**src/rtl/lcd1602_multifield_ctrl.sv**
```systemverilog
`default_nettype none
// ============================================================================
//  Module      : lcd1602_multifield_ctrl
//  Description : HD44780 / LCD1602 8-bit bus driver. Runs the power-up init,
//                paints a 32-char static text buffer, then refreshes
//                NUM_FIELDS live 2-digit decimal fields at runtime positions.
//  Revision    : 1.0  initial release
// ============================================================================
module lcd1602_multifield_ctrl #(
    parameter int TICK_CYCLES     = 50000,
    parameter int INIT_WAIT_TICKS = 20,
    parameter int NUM_FIELDS      = 4,
    parameter int DATA_BITS       = 8
) (
    input  logic                    clk,
    input  logic                    reset,
    input  logic                    start_i,
    input  logic                    txt_we,
    input  logic [4:0]              txt_addr,
    input  logic [7:0]              txt_data,
    input  logic [7*NUM_FIELDS-1:0] field_val,
    input  logic [5*NUM_FIELDS-1:0] field_pos,
    input  logic                    redraw_i,
    output logic                    rs,
    output logic                    rw,
    output logic                    enable,
    output logic [DATA_BITS-1:0]    data,
    output logic                    busy,
    output logic                    frame_done
);

    localparam int C_TICK_W = (TICK_CYCLES > 1) ? $clog2(TICK_CYCLES) : 1;
    localparam int C_WAIT_W = (INIT_WAIT_TICKS > 1) ? $clog2(INIT_WAIT_TICKS) : 1;
    localparam int C_FLD_W  = (NUM_FIELDS > 1) ? $clog2(NUM_FIELDS) : 1;
    localparam logic [C_TICK_W-1:0] C_TICK_LAST = C_TICK_W'(TICK_CYCLES - 1);
    localparam logic [C_TICK_W-1:0] C_E_RISE    = C_TICK_W'(TICK_CYCLES / 4);
    localparam logic [C_TICK_W-1:0] C_E_FALL    = C_TICK_W'((3 * TICK_CYCLES) / 4);
    localparam logic [C_WAIT_W-1:0] C_WAIT_LAST = C_WAIT_W'(INIT_WAIT_TICKS - 1);
    localparam logic [C_FLD_W-1:0]  C_FLD_LAST  = C_FLD_W'(NUM_FIELDS - 1);

    typedef enum logic [3:0] {
        S_IDLE  = 4'd0,
        S_WAIT  = 4'd1,
        S_INIT  = 4'd2,
        S_ADDR1 = 4'd3,
        S_TEXT1 = 4'd4,
        S_ADDR2 = 4'd5,
        S_TEXT2 = 4'd6,
        S_FADDR = 4'd7,
        S_FHI   = 4'd8,
        S_FLO   = 4'd9
    } state_t;

    state_t                r_state;
    logic [C_TICK_W-1:0]   r_tick;
    logic [C_WAIT_W-1:0]   r_wait;
    logic [3:0]            r_step;
    logic [C_FLD_W-1:0]    r_fld;
    logic                  r_emit;
    logic                  r_redraw;
    logic [7:0]            r_txt      [32];
    logic [6:0]            r_snap_val [NUM_FIELDS];
    logic [4:0]            r_snap_pos [NUM_FIELDS];

    logic [C_TICK_W-1:0]   w_tick_next;
    logic                  w_step_emit;
    logic                  w_emit_next;
    logic [6:0]            w_val;
    logic [4:0]            w_pos;
    logic [15:0]           w_digits;

    // ASCII tens/units of a field value; out-of-range values show as "--"
    function automatic logic [15:0] to_digits(input logic [6:0] v);
        logic [6:0] tens;
        logic [6:0] units;
        if (v > 7'd99) begin
            return 16'h2D2D;
        end
        tens  = v / 7'd10;
        units = v - tens * 7'd10;
        return {8'h30 + {1'b0, tens}, 8'h30 + {1'b0, units}};
    endfunction

    assign rw = 1'b0;

    // Step pacing, whether the current step drives an E pulse, and field digit lookup
    always_comb begin
        w_tick_next = '0;
        if (r_state != S_IDLE && r_tick != C_TICK_LAST) begin
            w_tick_next = r_tick + 1'b1;
        end
        case (r_state)
            S_IDLE, S_WAIT: w_step_emit = 1'b0;
            S_INIT:         w_step_emit = (r_step < 4'd4);
            default:        w_step_emit = 1'b1;
        endcase
        w_emit_next = (r_state != S_IDLE && r_tick == '0) ? w_step_emit : r_emit;
        w_val       = r_snap_val[r_fld];
        w_pos       = r_snap_pos[r_fld];
        w_digits    = to_digits(w_val);
    end

    // Static text buffer; a write lands next clk so a same-cycle read sees the old char
    always_ff @(posedge clk) begin
        if (reset) begin
            for (int i = 0; i < 32; i++) begin
                r_txt[i] <= 8'h20;
            end
        end else if (txt_we) begin
            r_txt[txt_addr] <= txt_data;
        end
    end

    // Main sequencer: one state action per step, executed on the tick_cnt==0 cycle
    always_ff @(posedge clk) begin
        if (reset) begin
            r_state    <= S_IDLE;
            r_tick     <= '0;
            r_wait     <= '0;
            r_step     <= '0;
            r_fld      <= '0;
            r_emit     <= 1'b0;
            r_redraw   <= 1'b0;
            rs         <= 1'b0;
            enable     <= 1'b0;
            data       <= '0;
            busy       <= 1'b0;
            frame_done <= 1'b0;
            for (int i = 0; i < NUM_FIELDS; i++) begin
                r_snap_val[i] <= '0;
                r_snap_pos[i] <= '0;
            end
        end else begin
            r_tick     <= w_tick_next;
            r_emit     <= w_emit_next;
            enable     <= w_emit_next && (w_tick_next >= C_E_RISE) && (w_tick_next < C_E_FALL);
            frame_done <= 1'b0;

            if (r_state == S_IDLE) begin
                if (start_i) begin
                    r_state <= S_WAIT;
                    r_wait  <= '0;
                    busy    <= 1'b1;
                end
            end else if (r_tick == '0) begin
                case (r_state)
                    S_WAIT: begin
                        if (r_wait == C_WAIT_LAST) begin
                            r_state <= S_INIT;
                            r_step  <= '0;
                        end else begin
                            r_wait <= r_wait + 1'b1;
                        end
                    end
                    S_INIT: begin
                        rs <= 1'b0;
                        case (r_step)
                            4'd0:    data <= DATA_BITS'(8'h38);
                            4'd1:    data <= DATA_BITS'(8'h06);
                            4'd2:    data <= DATA_BITS'(8'h0C);
                            4'd3:    data <= DATA_BITS'(8'h01);
                            default: data <= data;
                        endcase
                        // step 4 is the silent clear-display settling step
                        if (r_step == 4'd4) begin
                            r_state <= S_ADDR1;
                        end else begin
                            r_step <= r_step + 1'b1;
                        end
                    end
                    S_ADDR1: begin
                        rs      <= 1'b0;
                        data    <= DATA_BITS'(8'h80);
                        r_state <= S_TEXT1;
                        r_step  <= '0;
                    end
                    S_TEXT1: begin
                        rs     <= 1'b1;
                        data   <= DATA_BITS'(r_txt[{1'b0, r_step}]);
                        r_step <= r_step + 1'b1;
                        if (r_step == 4'd15) begin
                            r_state <= S_ADDR2;
                        end
                    end
                    S_ADDR2: begin
                        rs      <= 1'b0;
                        data    <= DATA_BITS'(8'hC0);
                        r_state <= S_TEXT2;
                        r_step  <= '0;
                    end
                    S_TEXT2: begin
                        rs     <= 1'b1;
                        data   <= DATA_BITS'(r_txt[{1'b1, r_step}]);
                        r_step <= r_step + 1'b1;
                        if (r_step == 4'd15) begin
                            r_state <= S_FADDR;
                            r_fld   <= '0;
                            for (int i = 0; i < NUM_FIELDS; i++) begin
                                r_snap_val[i] <= field_val[7*i +: 7];
                                r_snap_pos[i] <= field_pos[5*i +: 5];
                            end
                        end
                    end
                    S_FADDR: begin
                        rs      <= 1'b0;
                        data    <= DATA_BITS'({1'b1, w_pos[4], 2'b00, w_pos[3:0]});
                        r_state <= S_FHI;
                    end
                    S_FHI: begin
                        rs      <= 1'b1;
                        data    <= DATA_BITS'(w_digits[15:8]);
                        r_state <= S_FLO;
                    end
                    S_FLO: begin
                        rs   <= 1'b1;
                        data <= DATA_BITS'(w_digits[7:0]);
                        if (r_fld == C_FLD_LAST) begin
                            frame_done <= 1'b1;
                            if (r_redraw) begin
                                r_redraw <= 1'b0;
                                r_state  <= S_ADDR1;
                            end else begin
                                r_state <= S_FADDR;
                                r_fld   <= '0;
                                for (int i = 0; i < NUM_FIELDS; i++) begin
                                    r_snap_val[i] <= field_val[7*i +: 7];
                                    r_snap_pos[i] <= field_pos[5*i +: 5];
                                end
                            end
                        end else begin
                            r_fld   <= r_fld + 1'b1;
                            r_state <= S_FADDR;
                        end
                    end
                    default: r_state <= S_IDLE;
                endcase
            end

            // a redraw request arriving on the cycle the pending flag is consumed is kept
            if (redraw_i && r_state != S_IDLE && r_state != S_WAIT && r_state != S_INIT) begin
                r_redraw <= 1'b1;
            end
        end
    end

endmodule
`default_nettype wire
```
**config.mk**
```make
export PLATFORM = sky130hd
export DESIGN_NAME = lcd1602_multifield_ctrl
export DESIGN_NICKNAME = d
export VERILOG_FILES = /design/src/rtl/lcd1602_multifield_ctrl.sv
export SDC_FILE = /design/constraint.sdc
export NUM_CORES = 1
export LEC_CHECK = 0
export ABC_AREA = 1
export BUFFER_PORTS_ARGS = -buffer_cell sky130_fd_sc_hd__buf_2
export CAP_MARGIN = 20
export CORE_ASPECT_RATIO = 1.25
export CORE_MARGIN = 2
export CORE_UTILIZATION = 35
export DETAILED_ROUTE_END_ITERATION = 6
export HOLD_SLACK_MARGIN = 0.03
export PLACE_DENSITY = 0.5
export SYNTH_ARGS = -nofsm -noshare
export SYNTH_HDL_FRONTEND = slang
export SYNTH_SLANG_ARGS = --single-unit
```
**constraint.sdc**
```tcl
create_clock -name clk -period 9.93 [get_ports clk]
set_input_delay 1.4895 -clock clk [delete_from_list [all_inputs] [get_ports clk]]
set_output_delay 1.4895 -clock clk [all_outputs]
set_load 0.005 [all_outputs]
```
# Word-level counts from Yosys, hierarchy flattened
# Memory sizes are Yosys's and may differ from the RTL's. A register that Yosys moved wholly into a read port is not among the register bits.
# Cells that the tools add are included.
# Widths: inputs -> output; s select.
# classes
n_addsub	7
multipliers	1
n_div	1
magnitude_cmp	4
eq_ne	31
mux	82
n_bitwise	19
n_reduce_logical	35
# ops
operator	count
$mux 5	18
$pmux 8 s8	1
$mux 7	8
$mux 16	3
$mux 4	10
$pmux 4 s9	1
$pmux 8 s4	1
$mux 1	27
$eq 4x3->1 const B	5
$add 16x1->16 const B	1
$add 6x7->8 const A	2
$eq 4x2->1 const B	4
$ge 16x14->1 const B	1
$logic_not 16->1	1
$lt 16x16->1 const B	1
$ne 16x16->1 const B	1
$or 1x1->1	16
$pmux 4 s4	1
$ne 3x3->1 const B	5
$mux 2	7
$reduce_bool 2->1	7
$eq 4x4->1 const B	3
$reduce_and 4->1	3
$reduce_or 4->1	3
other kinds (31)	50
# totals
reg_bits	45
ram_bits	304
output_inout_bits	13
wordCells	195
n_memories	3
# mem_list
memory	depth	word_bits	rd	rd_clocked_by_memory_dff	write_ports	line_no	source
r_txt	32	8	2	2	32	61	logic [7:0] r_txt [32];
r_snap_val	4	7	1	1	4	62	logic [6:0] r_snap_val [NUM_FIELDS];
r_snap_pos	4	5	1	1	4	63	logic [4:0] r_snap_pos [NUM_FIELDS];

# Logic depth before layout (Yosys ltp)
# Gate-level depths: netlist of the first run.
# logic_depth
word_depth	9
depth_mapped	38

# Worst setup path after synthesis of the first run
# OpenSTA, ideal clock, no wires.
# synth_path
kind	reg-to-reg
from	register (tool-made name)
to	register data[5]
t_arrival_ps	4540
required_ps	9796
slack_ps	5256
stages_incl_launch_ff	36
cell_sequence	dfxtp_1 > buf_6 > inv_6 > nand2_1 > nand2_1 > nand2_2 > nand2_2 > nand3_4 > nand2_1 > inv_1 > ha_1 > inv_1 > nand3_4 > nand2_4 > nand3_4 > o21ai_2 > nand2_2 > nand2_2 > inv_1 > ha_1 > nand2_1 > nand3_2 > nand2_1 > ha_1 > ha_1 > fa_1 > inv_1 > ha_1 > xor2_1 > inv_1 > ha_1 > a21oi_1 > nor4_1 > o21ai_0 > nand3_1 > a21oi_1
# synth_lines
element	line_no	source
end signal, assigned	158	4'd0: data <= DATA_BITS'(8'h38);
end signal, assigned	159	4'd1: data <= DATA_BITS'(8'h06);
end signal, assigned	160	4'd2: data <= DATA_BITS'(8'h0C);
end, declared	27	output logic [DATA_BITS-1:0] data,

==> flow_summary.toml, run 1 <==
[status]
status = "completed"

[synth]
ys_seq_elements = 355
synth-compound-area-share = 0.114
synth_edf_count = 304
yosysWarnings = 0
synth_top_family_by_area = "simple AND/OR/NAND/NOR gates"
synthesis.area_um2 = 17200
yosysUniqueCellTypes = 54
ys_seq_area_frac = 0.589
postSynthAreaPerCell_um2 = 9.33
synth_async_sr_flop_share = 0
ys.flop_type = "edfxtp_1"
syn_nets = 1933
synth_fa_ha_area_frac = 0.0154
synthMuxAreaShare = 0
synth-simple-area-share = 0.205
netlist_instances = 1847
synthXorXnorAreaFrac = 0.00792

[timing]
rsz0062_at_grt = "false"
fin_crit_sh = 0.592
max_freq_ghz = 0.170
fin_skew_ns = 0.0157
finalSetupTns_ns = 0
relSlewSlack = 0.295
finalCriticalPeriod_ns = 5.88
fin_ws_ns = 4.05
hold_viol_final = 0
worstMarginPinSlew_ns = 1.06
holdWs_ns = 0.447
drv_slew = 0
finalSetupViolations = 0

[setup_path]
cp.required_ns = 10.35
critPathMaxStageDelay_ns = 0.95
cp_common_cell = "ha_1"
crit_arrival_ns = 6.29
critPathCaptureType = "flop"
critPathKind = "reg2reg"
cp_max_fo = 26
critPathLaunchType = "flop"
slowest_stage = "dfxtp_1"

[route]
routed_via_density = 5.11
vias = 13063
first_pass_iters = 5
ant_nets = 0
detail_route.wl_per_cell_um = 19.0
drt_iter0_markers = 1159
drc = 0
wl_um = 48500

[die]
io_pins = 79
core_um2 = 48400
initial_core_util = 0.356
dieArea_um2 = 51000
die_w_um = 202
die_height_um = 252
fp-row-count = 90

[clock_network]
cts_resized = 0
clock_sinks = 355
cts.root.buffer_cell = "clkbuf_16"
cts_hold_buf = 0
tritoncts = "built"
cts_buffers = 39
post_cts_buffers = 0
clockBufferDepth = 3
htree_num_levels = 2
clkTransAtPathRegs_ns = 0.06
clkLatencyLatePin_ns = 0.58

[place]
numPortBuffers = 77
gp_congestion = 0.864
dp_hpwl_um = 31200
dpl_worst_slack_ns = 4.06

[global_route]
grt_use_total = 0.191
grt_pass1_wl_um = 75200
grt_max_degree = 85
antenna_found_initial = 0
grt_pass1_vias = 13018
grt_overflow = 0

[finish]
diodes = 0
fill_cells = 4873
layout-drive-gt1-share = 0.118
final_cell_mix = "497 x nor2_1, 304 x edfxtp_1, 194 x nand2_1, 180 x inv_1, 153 x o21ai_0"
area_growth_pct = 12.5
nets = 1969
final_common_cell = "nor2_1"

[power]
p_leak_uw = 0.00741
p_per_area_nw_per_um2 = 229
finalPower_uw = 4440
vdd_ir_drop_max_mv = 0.104

[run]
maxCapViolations = 0

[min_path]
hp-class = "reg2reg"
==> flip-flops by register name, indices dropped and copies added (netlist names), named ones only <==
signal	cells
busy	1
data	8
enable	1
frame_done	1
r_emit	1
r_fld	2
r_redraw	1
r_snap_pos	20
r_snap_val	28
r_state	4
r_step	4
r_tick	16
r_txt	256
r_wait	5
rs	1
==> final cells by class <==
type	instances	area, um2	area share
clock buffers	52	1060	0.0549
clock inverters	18	201	0.0104
inverters	203	768	0.0396
multi-input cells	1193	5900	0.304
flip-flops and latches	355	10200	0.524
well taps	644	806	0.0416
repair buffers	91	490	0.0253
==> metal layers <==
layer  global-route usage  vias to the layer above  wire length [um]
li1                     -                     6315                 -
met1                0.246                     6266             21000
met2                0.323                      406             23100
met3               0.0364                       76              2960
met4               0.0619                        0              1340
met5                    0                        -                 0
==> power by group <==
part           total (uW)  internal (uW)  switching, uW
clock network        1450            838            614
logic                1200            351            848
registers            1790           1720           71.5
==> kinds of logic (layout without fill, tap and decap cells) <==
| group | Yosys count | in the layout |
|---|---|---|
| simple gates | 836 | 836 |
| flops | 355 | 355 |
| compound gates | 322 | 322 |
| buf+inv | 299 | 364 |
| fa+ha+maj | 20 | 20 |
| xor+xnor | 14 | 14 |
| other cells | 1 | 1 |
==> final timing paths <==
kind                     start                   end  slack (ns)  depth (start not counted)
max                       flop  data[5]$_SDFFE_PP0P_        4.05                         33
min          busy$_SDFFE_PP0P_     busy$_SDFFE_PP0P_        0.45                          2
max reg2reg               flop  data[5]$_SDFFE_PP0P_        4.05                         33
min reg2reg  busy$_SDFFE_PP0P_     busy$_SDFFE_PP0P_        0.45                          2
==> metrics by stage <==
stage,utilization,std cells,instance area [um2]
2_1_floorplan,-,1847,17200
3_3_place_gp,0.374,2486,18100
3_5_place_dp,0.374,2486,18100
4_1_cts,0.400,2556,19400
5_1_grt,0.400,2556,19400
6_report,0.400,2556,19400
==> Yosys cell counts (14+ instances only) <==
cell      count  area, um2
nand2_2      19        119
o221ai_1     47        412
inv_1       188        706
nand2_1     194        728
o22ai_1      17        106
a21oi_1      52        260
edfxtp_1    304       9130
o21ai_0     153        766
ha_1         18        225
inv_2        14       52.6
nand3_1      44        220
nor3_1       26        130
o211ai_1     20        150
nor2_1      497       1870
clkbuf_1     86        323
dfxtp_1      51       1020
==> worst max-delay path: cells and delay by family, from the launching register on <==
kind                       cells  cell delay (ns)
DFF                            1             0.95
and+or+nand+nor               15             1.69
adders and majority gates      7             1.90
AOI/OAI and AO/OA              4             0.47
xor gates and xnor gates       1             0.15
buffers and inverters          6             0.54
Power figures use the tool's default switching activity.
==> inputs of run 2 (changes only) <==
Clock period 9.93 ns to 5.8 ns, I/O delays scaled along.
==> flow_summary.toml, run 2 (synthesized netlist as in run 1, its figures left out) <==
[global_route]
grt_max_degree = 71
antenna_found_initial = 0
grt_use_total = 0.192
grt_overflow = 0
grt_pass1_vias = 13061
grt_pass1_wl_um = 75800

[finish]
finish.utilization = 0.401
largest-register = "r_txt"
final_common_cell = "nor2_1"
multi_input_area_um2 = 5900
ff_latch_area_um2 = 10200
final_cells = 2561
fill_cells = 4902
diodes = 0
area_growth_pct = 12.8
layout-drive-gt1-share = 0.119
nets = 1971
final_cell_mix = "497 x nor2_1, 304 x edfxtp_1, 194 x nand2_1, 180 x inv_1, 153 x o21ai_0"
top_regs = "r_txt x256, r_snap_val x28, r_snap_pos x20"
largest_reg_flops = 256

[route]
routed_via_density = 5.12
drc = 0
vias = 13125
drt_iter0_markers = 1067
wl_um = 48700
detail_route.wl_per_cell_um = 19.0
ant_nets = 0
first_pass_iters = 5

[setup_path]
critPathLaunchType = "flop"
cp_common_cell = "ha_1"
cp.required_ns = 6.22
critPathMaxStageDelay_ns = 0.56
slowest_stage = "dfxtp_1"
crit_arrival_ns = 5.75
critPathKind = "reg2reg"
cp_max_fo = 10
critPathCaptureType = "flop"

[place]
place_inst = 2487
numPortBuffers = 77
dp_hpwl_um = 31400
gp_congestion = 0.868

[timing]
finalCriticalPeriod_ns = 5.33
fin_skew_ns = 0.0276
drv_slew = 0
finalSetupViolations = 0
hold_viol_final = 0
finalSetupTns_ns = 0
fin_crit_sh = 0.919
worstMarginPinSlew_ns = 1.04
holdWs_ns = 0.444
max_freq_ghz = 0.188
rsz0062_at_grt = "false"
relSlewSlack = 0.304

[clock_network]
clockBufferDepth = 3
clock_sinks = 355
clkLatencyLatePin_ns = 0.59
clkTransAtPathRegs_ns = 0.06
tritoncts = "built"
htree_num_levels = 2
cts_buffers = 40
cts.root.buffer_cell = "clkbuf_16"

[power]
p_leak_uw = 0.00744
p_per_area_nw_per_um2 = 396
finalPower_uw = 7690
vdd_ir_drop_max_mv = 0.173

[die]
core_um2 = 48400
initial_core_util = 0.356
die_height_um = 252
io_pins = 79
fp-row-count = 90
die_w_um = 202
dieArea_um2 = 51000

[status]
status = "completed"

[min_path]
hp-class = "reg2reg"

[run]
maxCapViolations = 0
## run 2: changes by cell type in the layout (fill, tap and decap cells not counted)
cell        delta
buf_4          +1
inv_2          +1
bufinv_16      +1
clkbuf_16      +2
clkinv_8       -1
dfxtp_2        +1
clkbuf_8       -3
inv_6          +2
clkinv_1       +3
dfxtp_1        -1
clkinvlp_4     -1
## run 2: metrics by stage
step / setup slack (ns) / cell area, um2
3_3_place_gp: 0.536 / 18100
5_1_grt: 0.00775 / 19400
2_1_floorplan: 1.13 / 17200
4_1_cts: 0.421 / 19400
6_report: 0.467 / 19400
3_5_place_dp: 0.457 / 18100
## run 2: where the power goes
group	switching, uW	internal (uW)
Combinational	1410	604
Sequential	165	2940
Clock	1080	1500
## run 2: final cells by class
cell class | instances | area share
Inverter | 203 | 0.0395
Multi-Input combinational cell | 1193 | 0.303
Clock buffer | 51 | 0.0552
Timing Repair Buffer | 92 | 0.0256
Sequential cell | 355 | 0.522
Tap cell | 644 | 0.0414
Clock inverter | 23 | 0.0124
## run 2: path summary, 6_finish.rpt
| path | depth (start not counted) | start | slack [ns] | to |
|---|---|---|---|---|
| worst max-delay path | 32 | flop | 0.47 | data[5]$_SDFFE_PP0P_ |
| worst min-delay path | 2 | busy$_SDFFE_PP0P_ | 0.44 | busy$_SDFFE_PP0P_ |
| worst max register to register | 32 | flop | 0.47 | data[5]$_SDFFE_PP0P_ |
| worst min register to register | 2 | busy$_SDFFE_PP0P_ | 0.44 | busy$_SDFFE_PP0P_ |
## run 2: metal layers
layer / wire, um / up-vias / global-route usage
met5: 0 / - / 0
met4: 1180 / 0 / 0.0615
met3: 2430 / 70 / 0.0282
met2: 24000 / 364 / 0.333
met1: 21100 / 6374 / 0.246
li1: - / 6317 / -
## run 2: timing repair
action	CTS	global route
hold buffers	0	0
resized for setup	0	1
setup buffers	0	0
hold endpoints to repair	0	0
endpoints found under the setup margin	0	1
## run 2: worst max-delay path: cells and delay by family, from the launching register on
family / cells / cell delay (ns)
and+or+nand+nor: 14 / 1.57
DFF: 1 / 0.56
buffers and inverters: 6 / 0.56
adders and majority gates: 7 / 1.91
xor gates and xnor gates: 1 / 0.16
AOI/OAI and AO/OA: 4 / 0.44
